[config.mk]
export PLATFORM = sky130hd
export DESIGN_NAME = mem_port_arbiter
export DESIGN_NICKNAME = d
export VERILOG_FILES = /design/src/rtl/mem_arb_pkg.sv /design/src/rtl/mem_arb_priority.sv /design/src/rtl/mem_port_arbiter.sv
export SDC_FILE = /design/constraint.sdc
export NUM_CORES = 1
export LEC_CHECK = 0
export BUFFER_PORTS_ARGS = -buffer_cell sky130_fd_sc_hd__buf_2
export CELL_PAD_IN_SITES_DETAIL_PLACEMENT = 1
export CELL_PAD_IN_SITES_GLOBAL_PLACEMENT = 1
export CORE_ASPECT_RATIO = 0.6
export CORE_MARGIN = 3
export CORE_UTILIZATION = 31
export DETAILED_ROUTE_END_ITERATION = 6
export HOLD_SLACK_MARGIN = 0.06
export PLACE_DENSITY = 0.77
export SYNTH_ARGS = -nofsm -noshare
export SYNTH_HDL_FRONTEND = slang
export SYNTH_SLANG_ARGS = --single-unit
[constraint.sdc]
create_clock -name clk -period 2.8 [get_ports clk]
set_input_delay 0.56 -clock clk [delete_from_list [all_inputs] [get_ports clk]]
set_output_delay 0.56 -clock clk [all_outputs]
set_load 0.02 [all_outputs]
[src/rtl/mem_arb_pkg.sv]
// mem_arb_pkg: shared FSM/owner types and streak counter width for the memory port arbiter
package mem_arb_pkg;
  typedef enum logic [1:0] {IDLE, ISSUE, WAIT_RESP} state_t;
  typedef enum logic {OWNER_IF, OWNER_LSU} owner_t;
  localparam int STREAK_W = 4;
endpackage

[src/rtl/mem_arb_priority.sv]
// mem_arb_priority: LSU-first winner selection with a streak limit that forces a waiting fetch through
module mem_arb_priority #(
  parameter int STREAK_MAX = 4
) (
  input  logic clk,
  input  logic reset,
  input  logic if_req,
  input  logic lsu_req,
  input  logic grant_en,
  output logic sel_if,
  output logic sel_lsu
);
  import mem_arb_pkg::*;
  logic [STREAK_W-1:0] streak;
  always_comb begin
    sel_lsu = grant_en && lsu_req && !(if_req && streak == STREAK_W'(STREAK_MAX));
    sel_if  = grant_en && if_req && !sel_lsu;
  end
  // Only contested LSU wins count toward the limit; any fetch win restarts it.
  always_ff @(posedge clk) begin
    if (reset) streak <= '0;
    else if (sel_if) streak <= '0;
    else if (sel_lsu && if_req && streak != '1) streak <= streak + 1'b1;
  end
endmodule

[src/rtl/mem_port_arbiter.sv]
// mem_port_arbiter: shares one memory port between fetch and load/store, one transaction in flight.
// MEM_ARB_MISALIGN_CHECK_EN: misaligned full-word LSU requests are answered with lsu_err instead of issued.
module mem_port_arbiter #(
  parameter int ADDR_WIDTH     = 32,
  parameter int DATA_WIDTH     = 32,
  parameter int LSU_STREAK_MAX = 4
) (
  input  logic                    clk,
  input  logic                    reset,
  input  logic                    if_req,
  input  logic [ADDR_WIDTH-1:0]   if_addr,
  output logic                    if_gnt,
  output logic                    if_rvalid,
  output logic [DATA_WIDTH-1:0]   if_rdata,
  input  logic                    lsu_req,
  input  logic                    lsu_we,
  input  logic [ADDR_WIDTH-1:0]   lsu_addr,
  input  logic [DATA_WIDTH-1:0]   lsu_wdata,
  input  logic [DATA_WIDTH/8-1:0] lsu_be,
  output logic                    lsu_gnt,
  output logic                    lsu_rvalid,
  output logic [DATA_WIDTH-1:0]   lsu_rdata,
  output logic                    lsu_err,
  output logic                    mem_req,
  output logic                    mem_we,
  output logic [ADDR_WIDTH-1:0]   mem_addr,
  output logic [DATA_WIDTH-1:0]   mem_wdata,
  output logic [DATA_WIDTH/8-1:0] mem_be,
  input  logic                    mem_ready,
  input  logic                    mem_rvalid,
  input  logic [DATA_WIDTH-1:0]   mem_rdata,
  output logic                    busy
);
  import mem_arb_pkg::*;
  state_t state, state_n;
  owner_t owner;
  logic sel_if, sel_lsu, misalign, resp;
  mem_arb_priority #(.STREAK_MAX(LSU_STREAK_MAX)) u_priority (
    .clk(clk), .reset(reset), .if_req(if_req), .lsu_req(lsu_req),
    .grant_en(state == IDLE), .sel_if(sel_if), .sel_lsu(sel_lsu)
  );
`ifdef MEM_ARB_MISALIGN_CHECK_EN
  assign misalign = sel_lsu && lsu_addr[1:0] != 2'b00 && lsu_be == '1;
  always_ff @(posedge clk) lsu_err <= !reset && misalign;
`else
  assign misalign = 1'b0;
  assign lsu_err  = 1'b0;
`endif
  assign if_gnt  = sel_if;
  assign lsu_gnt = sel_lsu;
  assign busy    = state != IDLE;
  assign mem_req = state == ISSUE;
  assign resp    = state == WAIT_RESP && mem_rvalid;
  always_comb begin
    state_n = state;
    case (state)
      IDLE:      state_n = (sel_if || (sel_lsu && !misalign)) ? ISSUE : IDLE;
      ISSUE:     state_n = mem_ready ? (mem_we ? IDLE : WAIT_RESP) : ISSUE;
      WAIT_RESP: state_n = mem_rvalid ? IDLE : WAIT_RESP;
      default:   state_n = IDLE;
    endcase
  end
  always_ff @(posedge clk) begin
    if (reset) begin
      state      <= IDLE;
      owner      <= OWNER_IF;
      mem_we     <= 1'b0;
      mem_addr   <= '0;
      mem_wdata  <= '0;
      mem_be     <= '0;
      if_rvalid  <= 1'b0;
      lsu_rvalid <= 1'b0;
      if_rdata   <= '0;
      lsu_rdata  <= '0;
    end else begin
      state      <= state_n;
      if_rvalid  <= resp && owner == OWNER_IF;
      lsu_rvalid <= (resp && owner == OWNER_LSU) || (state == ISSUE && mem_ready && mem_we) || misalign;
      if (resp && owner == OWNER_IF) if_rdata <= mem_rdata;
      if (resp && owner == OWNER_LSU) lsu_rdata <= mem_rdata;
      // Fetch is always a full-word read; a misaligned LSU grant leaves the port untouched.
      if (sel_if) begin
        owner    <= OWNER_IF;
        mem_we   <= 1'b0;
        mem_addr <= if_addr;
        mem_be   <= '1;
      end else if (sel_lsu && !misalign) begin
        owner     <= OWNER_LSU;
        mem_we    <= lsu_we;
        mem_addr  <= lsu_addr;
        mem_wdata <= lsu_wdata;
        mem_be    <= lsu_be;
      end
    end
  end
endmodule

# == Word-level counts from Yosys, hierarchy flattened ==
# Cells that the tools add are included.
# word_totals
reg_bits,142
inputBits,139
out_inout_bits,140
word_cells,48
# classes
n_addsub,1
eq_ne,4
n_mux,9
bitwise,2
reduce_logical,21
# ops
cell,count
$mux W32,2
$logic_and A1 B1 Y1,12
$mux W4,2
$mux W2,3
$pmux W2 S3,1
$add A4 B1 Y4 const B,1
$eq A4 B3 Y1 const B,1
$ne A4 B4 Y1 const B,1
$reduce_bool A2 Y1,2
$eq A2 B1 Y1 const B,1
$eq A2 B2 Y1 const B,1
$logic_not A1 Y1,2
$logic_not A2 Y1,1
$logic_or A1 B1 Y1,2
$not A1 Y1,2
$reduce_and A2 Y1,1
$reduce_or A2 Y1,1
$mux W1,1

# == Logic depth before layout (Yosys ltp) ==
# logic_depth
ltp_word,9
mapped_depth,8
ltp_nobuf,7

# == By module ==
# From an unflattened synthesis, not the netlist that was laid out.
# hier_totals
cells_unflattened,674
hier_area_um2,5701.7
# by_module_without_submodules
module,n_inst,cells_per_inst,area_per_inst_um2,seq_area_each_um2
mem_port_arbiter,1,640,5415.2,2762.6
mem_arb_priority,1,34,286.5,80.1

# == Least setup slack after synthesis ==
# Ideal clock, no wire load.
# synth_timing
path_type,input -> output
from,in if_req
to,out if_gnt
t_arrival_ns,1.720
t_required_ns,2.240
slack_ns,0.520
cell_stages,4
n_path_buf,2
cell_sequence,or3b_2 > clkbuf_1 > clkbuf_1 > nor2_1
# synth_between
elab_chain_len,5
word_cells_on_any_way,6
classes_between,reduce/logical (6)
# synth_rtl
element,line_no,source
"start, declared",mem_port_arbiter.sv:10,"input logic if_req,"
$logic_and A1 B1 Y1,mem_arb_priority.sv:16,sel_lsu = grant_en && lsu_req && !(if_req && streak == STREAK_W'(STREAK_MAX));
$logic_not A1 Y1,mem_arb_priority.sv:16,
$logic_and A1 B1 Y1,mem_arb_priority.sv:16,
$logic_not A1 Y1,mem_arb_priority.sv:17,sel_if = grant_en && if_req && !sel_lsu;
$logic_and A1 B1 Y1 *,mem_arb_priority.sv:17,
"end, declared",mem_port_arbiter.sv:12,"output logic if_gnt,"
# Mark *: on every way between the ends. The rest lies on a longest branch, timed or not.

# == Final worst setup path ==
# layout_timing
from,reg u_priority.streak[0]
to,out if_gnt
# layout_between
elab_chain_len,6
# layout_rtl
element,line_no,source
"start, declared",mem_arb_priority.sv:14,logic [STREAK_W-1:0] streak;
"start signal, assigned",mem_arb_priority.sv:23,else if (sel_lsu && if_req && streak != '1) streak <= streak + 1'b1;
$eq A4 B3 Y1,mem_arb_priority.sv:16,
$logic_and A1 B1 Y1,mem_arb_priority.sv:16,
$logic_not A1 Y1,mem_arb_priority.sv:16,
$logic_and A1 B1 Y1,mem_arb_priority.sv:16,
$logic_not A1 Y1,mem_arb_priority.sv:17,
$logic_and A1 B1 Y1,mem_arb_priority.sv:17,
# No other way between the ends.

==> flow_metrics.env <==
export IMPL_status="finished, final reports clean"
export IMPL_cts_made_buffers=17
export IMPL_cts_repair_resize_count=0
export IMPL_fin_crit_sh=0.883
export IMPL_syn_nets=817
export IMPL_die_w_um=174
export IMPL_fin_util=0.453
export IMPL_max_slew_margin=0.524
export IMPL_via_per_inst=4.64
export IMPL_crit_family="buffers and inverters"
export IMPL_final_common_cell="buf_2"
export IMPL_fmax_mhz=405
export IMPL_nets=1070
export IMPL_ys_seq_area_frac=0.540
export IMPL_hpwl_um=13300
export IMPL_drtIter0Drc=241
export IMPL_drtAntennaViolNets=0
export IMPL_ys_warnings_count=0
export IMPL_ir_worst_vdd_v=0.000326
export IMPL_finalPower_mw=5.13
export IMPL_worst_pin_slew_ns=0.713
export IMPL_antenna_found_initial=1
export IMPL_hold_depth=3
export IMPL_setup_viol=0
export IMPL_hp_class="input port to register"
export IMPL_wl_per_cell_um=15.9
export IMPL_critical_path_cell_chain="inv_1 > ha_1 > nand4b_1 > nand3_4 > inv_1 > nor2_1 > buf_2"
export IMPL_rsz0062_at_grt="no"
export IMPL_period_needed_ns=2.47
export IMPL_die_h_um=107
export IMPL_htree_levels=4
export IMPL_grt_ovfl_total=0
export IMPL_cts_tree="done"
export IMPL_die_area_um2=18600
export IMPL_cts_clk_slew_worst_paths_ns=0.07
export IMPL_crit_fanout=6
export IMPL_gp_congestion=0.753
export IMPL_drive_above_1_share=0.347
export IMPL_place_area_um2=6870
export IMPL_hold_slack_ns=0.380
export IMPL_initial_core_util=0.320
export IMPL_worstPathRequired_ns=2.24
export IMPL_ys_flop_type="dfxtp_1"
export IMPL_area_delta_synth_final_pct=41.6
export IMPL_core_um2=16400
export IMPL_syn_cell_area_um2=5260
export IMPL_drc_errors=0
export IMPL_root_buffer="clkbuf_16"
export IMPL_synth_avg_cell_area_um2=7.78
export IMPL_synth_seq_cells=142
export IMPL_clock_skew_ns=0.0176
export IMPL_vias=5429
export IMPL_ys_types=33
export IMPL_synth_edf_count=0
export IMPL_end_kind="primary output"
export IMPL_crit_type="register to primary output"
export IMPL_slew_viol_final=0
export IMPL_crit_buf_inv=3
export IMPL_synthCells=676
export IMPL_leakagePower_nw=3.37
export IMPL_crit_path_top_delay_cell="dfxtp_1"
export IMPL_hold_buffers=0
export IMPL_wirelength_um=18600
export IMPL_fin_setup_tns_ns=0
export IMPL_clkLatencyLatePin_ns=0.42
export IMPL_n_antenna_cell=0
export IMPL_grt_util_all_layers=0.198
export IMPL_cts_setup_buffers=0
export IMPL_mostFrequentLayoutCells="buf_2, nand2_1, dfxtp_1"
export IMPL_worstRegToRegCells=6
export IMPL_row_count=36
export IMPL_ioPinCount=279
export IMPL_grt_pass1_wl_um=29600
export IMPL_port_buffers=277
export IMPL_critPathArrivalTime_ns=1.91
export IMPL_maxCapViolCount=0
export IMPL_async_flop_share=0
export IMPL_max_stage_delay_ns=0.37
export IMPL_grt_max_degree=106
export IMPL_grt_pass1_vias=5394
export IMPL_cts_sinks=142
export IMPL_cts_buffer_depth=2
export IMPL_final_hold_violation_count=0
export IMPL_worstSetupPathDepth=7
export IMPL_power_density_nw_per_um2=688
export IMPL_worstSetupStartpointType="register"
export IMPL_crit_top_cell="inv_1"
export IMPL_fin_area_um2=7450
export IMPL_firstDrtPassIters=4
==> synthesized netlist by cell type (all sizes together), types with 4 or more instances <==
| cell | count | share of area |
|---|---|---|
| nor2 | 44 | 0.031 |
| dfxtp | 142 | 0.54 |
| a21oi | 100 | 0.095 |
| clkbuf | 46 | 0.033 |
| nor3 | 9 | 0.0086 |
| buf | 8 | 0.0067 |
| inv | 7 | 0.0050 |
| nand2 | 260 | 0.19 |
| a311oi | 32 | 0.053 |
| nand3 | 4 | 0.0038 |
==> per-layer routing <==
| layer | up-vias | GRT usage | wire length (um) |
|---|---|---|---|
| li1 | 2729 | - | - |
| met1 | 2505 | 0.266 | 8940 |
| met3 | 11 | 0.0736 | 1490 |
| met2 | 182 | 0.304 | 8030 |
| met4 | 2 | 0.0447 | 109 |
| met5 | - | 0 | 7 |
==> path summary, 6_finish.rpt <==
| check | startpoint | end | slack [ns] |
|---|---|---|---|
| max reg2reg | u_priority.streak[0] | u_priority.streak[3] | 0.73 |
| min reg2reg | mem_wdata[31] | mem_wdata[31] | 0.45 |
| min | lsu_wdata[3] | mem_wdata[3] | 0.38 |
| max | u_priority.streak[0] | if_gnt | 0.33 |
==> state kept, by name (all words and copies together) (netlist names) <==
register	count
mem_wdata	32
mem_be	4
u_priority.streak	4
if_rvalid	1
owner	1
lsu_rdata	32
if_rdata	32
state	2
mem_addr	32
lsu_rvalid	1
mem_we	1
==> final cells by class <==
type	count	area [um^2]
flip-flops and latches	142	2840
multi-input cells	473	2210
clock inverters	12	125
fillers	2078	8990
inverters	7	26.3
repair buffers	288	1510
well taps	228	285
clock buffers	20	457
==> power by group <==
part | internal, mW | total (mW) | switching, mW | leakage [nW]
registers | 2.13 | 2.18 | 0.0539 | 1.16
clock network | 1.29 | 2.24 | 0.942 | 0.277
logic | 0.252 | 0.712 | 0.460 | 1.93
==> cell families (layout without fill, tap and decap cells) <==
kind of cell	count (synthesis)	in the layout	synth area share
flip-flops	142	142	0.540
adder cells (fa/ha/maj)	2	2	0.00475
multiplexers	2	2	0.00475
AO/OA/AOI/OAI	138	138	0.157
AND/OR/NAND/NOR	329	329	0.247
XOR/XNOR	1	1	0.00166
buffers and inverters	61	327	0.0445
other	1	1	0.000713
==> metrics by stage <==
stage / setup WS [ns] / instances
4_1_cts: 0.296 / 1170
2_1_floorplan: 0.520 / 676
5_1_grt: 0.206 / 1170
3_5_place_dp: 0.685 / 1138
3_3_place_gp: 0.708 / 1138
6_report: 0.329 / 1170
==> worst reg2reg max path: cells and delay by family (launching register included) <==
kind | cells | cell delay, ns
fa+ha+maj | 1 | 0.23
flops | 1 | 0.37
compound gates | 1 | 0.15
mux | 1 | 0.28
simple gates | 2 | 0.89
buf+inv | 1 | 0.08
No activity file was read; power rests on OpenSTA's default activity.
